`src/rtl/alu_result_capture.sv`:
```
// alu_result_capture
// Small FIFO that buffers add/sub stage results for a downstream consumer over
// a valid/ready handshake, while keeping saturating counts of zero and
// negative results.
// Optional feature: define ALU_CAPTURE_CHECK_EN to enable the sticky
// malformed-result flag 'err'. Without it, err is tied to 0.
module alu_result_capture #(
  parameter int DEPTH = 4,
  parameter int CNT_W = 8
) (
  input  logic                     clk,
  input  logic                     rst,
  input  logic                     in_valid,
  output logic                     in_ready,
  input  logic [3:0]               in_c,
  input  logic                     in_sign,
  input  logic                     in_zero,
  output logic                     out_valid,
  input  logic                     out_ready,
  output logic [3:0]               out_c,
  output logic                     out_sign,
  output logic                     out_zero,
  output logic [$clog2(DEPTH):0]   level,
  input  logic                     clr_stats,
  output logic [CNT_W-1:0]         zero_cnt,
  output logic [CNT_W-1:0]         neg_cnt,
  output logic                     err
);

  localparam int AW = $clog2(DEPTH);
  localparam int LW = AW + 1;

  // Each entry holds {c[3:0], sign, zero} exactly as received.
  logic [5:0]    mem [DEPTH];
  logic [AW-1:0] wr_ptr;
  logic [AW-1:0] rd_ptr;
  logic [5:0]    head;
  logic          push;
  logic          pop;

  assign in_ready  = (level != LW'(DEPTH));
  assign out_valid = (level != '0);
  assign push      = in_valid && in_ready;
  assign pop       = out_valid && out_ready;

  assign head     = mem[rd_ptr];
  assign out_c    = out_valid ? head[5:2] : 4'd0;
  assign out_sign = out_valid ? head[1]   : 1'b0;
  assign out_zero = out_valid ? head[0]   : 1'b0;

  // Storage array; stale contents are hidden by out_valid, so no reset needed.
  always_ff @(posedge clk) begin
    if (push) begin
      mem[wr_ptr] <= {in_c, in_sign, in_zero};
    end
  end

  // Pointers wrap naturally at DEPTH; level tracks occupancy.
  always_ff @(posedge clk or posedge rst) begin
    if (rst) begin
      wr_ptr <= '0;
      rd_ptr <= '0;
      level  <= '0;
    end else begin
      if (push) wr_ptr <= wr_ptr + AW'(1);
      if (pop)  rd_ptr <= rd_ptr + AW'(1);
      case ({push, pop})
        2'b10:   level <= level + LW'(1);
        2'b01:   level <= level - LW'(1);
        default: level <= level;
      endcase
    end
  end

  // Saturating statistics on accepted results; clear wins over increment.
  always_ff @(posedge clk or posedge rst) begin
    if (rst) begin
      zero_cnt <= '0;
      neg_cnt  <= '0;
    end else if (clr_stats) begin
      zero_cnt <= '0;
      neg_cnt  <= '0;
    end else if (push) begin
      if (in_zero && (zero_cnt != '1)) zero_cnt <= zero_cnt + CNT_W'(1);
      if (in_sign && !in_zero && (neg_cnt != '1)) neg_cnt <= neg_cnt + CNT_W'(1);
    end
  end

`ifdef ALU_CAPTURE_CHECK_EN
  logic malformed;

  // A result is malformed if its flags disagree with its value or bit2 is set.
  always_comb begin
    malformed = 1'b0;
    if (in_sign != in_c[3])                 malformed = 1'b1;
    if (in_zero != (in_c[2:0] == 3'd0))     malformed = 1'b1;
    if (in_c[2])                            malformed = 1'b1;
    if (in_zero && in_sign)                 malformed = 1'b1;
  end

  // Sticky error flag, set by any malformed push and cleared only by clr_stats.
  always_ff @(posedge clk or posedge rst) begin
    if (rst) begin
      err <= 1'b0;
    end else if (clr_stats) begin
      err <= 1'b0;
    end else if (push && malformed) begin
      err <= 1'b1;
    end
  end
`else
  assign err = 1'b0;
`endif

endmodule

```
`config.mk`:
```
export PLATFORM = sky130hd
export DESIGN_NAME = alu_result_capture
export DESIGN_NICKNAME = d
export VERILOG_FILES = /design/src/rtl/alu_result_capture.sv
export SDC_FILE = /design/constraint.sdc
export NUM_CORES = 1
export LEC_CHECK = 0
export ABC_CLOCK_PERIOD_IN_PS = 2860
export CORE_MARGIN = 1
export CORE_UTILIZATION = 54
export CTS_BUF_LIST = sky130_fd_sc_hd__clkbuf_2
export DETAILED_ROUTE_END_ITERATION = 8
export GPL_TIMING_DRIVEN = 0
export PLACE_DENSITY = 0.86
export REMOVE_ABC_BUFFERS = 1
export SKIP_CTS_REPAIR_TIMING = 1
export SYNTH_ARGS = -nofsm -noshare
export SYNTH_HDL_FRONTEND = slang
export SYNTH_SLANG_ARGS = --single-unit
```
`constraint.sdc`:
```
create_clock -name clk -period 2.86 [get_ports clk]
set_clock_uncertainty 0.2 [all_clocks]
set_input_delay 0.429 -clock clk [delete_from_list [all_inputs] [get_ports clk]]
set_output_delay 0.429 -clock clk [all_outputs]
set_load 0.05 [all_outputs]
```
==> flow_metrics.py <==
metrics = {
    "clock_tree": {
        "cts_tree": "done",
        "cts_sinks": 47,
        "cts-root-buf": "clkbuf_2",
        "clock_latency_ns": 0.41,
        "clkTransAtPathRegs_ns": 0.24,
        "htree_num_levels": 2,
        "cts_buffers": 5,
        "clockBufferDepth": 2,
    },
    "drt": {
        "wl_per_cell_um": 17.0,
        "ant_nets": 0,
        "drtIter0Drc": 58,
        "first_pass_iters": 4,
        "drt-total-wl_mm": 4.34,
        "vias": 1506,
        "avgViaCountPerCell": 5.91,
        "drc": 0,
    },
    "yosys": {
        "synthFlopType": "edfxtp_1",
        "synth-simple-area-share_pct": 13.9,
        "yosys_register_bits": 47,
        "yosysTopAreaCell": "edfxtp_1",
        "ys_types": 37,
        "synth-edff-count": 24,
        "synth_area_leaders": "edfxtp_1, dfrtp_1, mux4_2",
        "synthAdderAreaFrac_pct": 4.83,
        "synth_most_common_cell": "edfxtp_1",
        "async_reset_ff_share_pct": 48.9,
        "yosys.area.top_type_share_pct": 32.4,
        "synth_compound_area_share_pct": 8.26,
        "avgSynthCellArea_sq_um": 13.1,
        "synth_xor_area_share_pct": 2.75,
        "netlist_top_cells_count": "edfxtp_1, dfrtp_1, a21oi_1",
        "syn_area_sq_mm": 0.00223,
        "ys.warnings.count": 0,
        "synthMuxAreaShare_pct": 7.92,
        "synth_top_family_by_area": "simple AND/OR/NAND/NOR gates",
        "syn_inst": 170,
        "seq_area_frac_synth_pct": 58.2,
    },
    "power": {
        "power_density_mw_per_mm2": 857,
        "leakage_nw": 1.05,
        "peakVddDrop_uv": 343,
        "finalPower_w": 0.00229,
    },
    "global_routing": {
        "grt_pass1_wl_mm": 7.20,
        "met2_usage_pct": 39.5,
        "busiest_layer": "met2",
        "grt_util_met1_pct": 28.4,
        "grt.overflow.total": 0,
        "grt_max_degree": 24,
        "use_met3_pct": 5.86,
        "antenna_found_initial": 0,
        "first_global_vias": 1492,
        "track_usage_pct": 22.9,
    },
    "cells_and_area": {
        "drive_gt1_share_pct": 12.6,
        "final_util_pct": 70.5,
        "multi_input_area_sq_um": 842,
        "nets": 225,
        "syn_to_final_growth_pct": 20.2,
        "final_area_sq_mm": 0.00268,
        "register_area_sq_mm": 0.00130,
        "nFillCells": 269,
        "antenna_cells": 0,
    },
    "die": {
        "rows": 22,
        "dieArea_sq_mm": 0.00439,
        "io_pins": 39,
        "initial_core_util_pct": 58.6,
        "die_w_um": 66.2,
        "core_sq_mm": 0.00380,
        "fp.dieH_um": 66.2,
    },
    "critical_path": {
        "reg2reg_to": "level[1]",
        "cp_num_buf_inv": 2,
        "crit_family": "buffers and inverters",
        "critPathMaxStageDelay_ns": 0.72,
        "startpoint_type": "register",
        "cp_data_arrival_time_ns": 2.05,
        "crit-reg2reg-launch": "level[0]",
        "ff2ff_path_depth": 6,
        "worstPathRequired_ns": 2.23,
        "crit_fanout": 8,
        "rrSetupSlack_ns": 0.43,
        "worstSetupPathType": "register to output pin",
        "cp-end-kind": "output pin",
        "cp_slowest_cell": "clkdlybuf4s50_1",
        "critical_path.cell_chain": "nor3b_2 -> inv_4 -> clkdlybuf4s50_1",
    },
    "sta": {
        "clock.fmax_mhz": 373,
        "finalSetupTns_ns": 0,
        "worst_slack_ns": 0.182,
        "setup_viol": 0,
        "worst_pin_slew_ns": 0.866,
        "rsz0062_at_grt": "false",
        "drv_slew": 0,
        "fin_crit_sh_pct": 93.6,
        "fin_crit_ns": 2.68,
        "slew_headroom_pct": 42.2,
        "finalHoldViolations": 0,
    },
    "placed_design": {
        "placedInstanceArea_sq_mm": 0.00261,
        "place_ws_ns": 0.145,
        "place_congestion": 0.811,
        "hpwl_mm": 3.16,
        "io_buffers": 37,
    },
    "min_path": {
        "hold_class": "primary input to asynchronous set/reset pin",
    },
    "run_status": {
        "status": "complete, no violations",
    },
    "flow_run": {
        "drv_cap": 0,
    },
}
-- registers in the layout, indices dropped and copies added (netlist names) --
signal    cells
level         3
rd_ptr        2
wr_ptr        2
zero_cnt      8
mem          24
neg_cnt       8
-- layout by cell type (no fill, tap or decap), drive strengths merged, types with 2 or more instances in the layout --
cell           count
clkbuf             5
or4                7
inv               11
a21oi             13
dfrtp             23
or3                6
o41ai              2
nand2              6
dlymetal6s2s       7
and3               4
xnor2              3
ha                 7
nand3              8
and2               7
clkinvlp           2
mux2i              3
o21ai              6
edfxtp            24
xor2               4
o31ai              6
clkdlybuf4s50     30
mux4               6
nor2               5
nand4              2
-- worst max path at each step --
stage	startpoint	endpoint	slack, ns	cells after the start
final	level[0]	in_ready	0.18	3
after global routing	level[0]	in_ready	0.08	3
after CTS	rd_ptr[0]	out_zero	-0.38	3
after detailed placement	rd_ptr[0]	out_zero	0.14	3
after global placement	rd_ptr[0]	out_zero	0.19	3
after floorplan	level[0]	level[2]	0.19	8
-- per-layer routing --
metal	part of all wire [%]	up-vias
met4	0.83	0
met3	5.1	5
met2	53	47
li1	-	700
met5	0	-
met1	41	754
-- report_power, final --
part,internal [W],total (W),switching [W]
Sequential,0.000847,0.000968,0.000121
Combinational,0.000418,0.00105,0.000634
Clock,0.0000578,0.000274,0.000216
Total,0.00132,0.00229,0.000971
-- cells by family after synthesis --
| logic type | Yosys count |
|---|---|
| simple gates | 50 |
| flops | 47 |
| compound gates | 28 |
| buf+inv | 19 |
| mux | 10 |
| fa+ha+maj | 8 |
| xor+xnor | 7 |
| other cells | 1 |
-- area by class of cell --
class                   count  area share, %
clock inverters             3          0.748
clock buffers               5          0.935
flip-flops and latches     47           48.5
multi-input cells         104           31.5
repair buffers             37           14.5
well taps                  48           2.24
inverters                  11           1.64
-- metrics by stage --
stage,hold slack [ns],std cells
6_report,0.252,255
4_1_cts,0.274,255
3_5_place_dp,0.303,247
2_1_floorplan,0.231,162
3_3_place_gp,0.285,247
5_1_grt,0.304,255
Power figures use the tool's default switching activity.
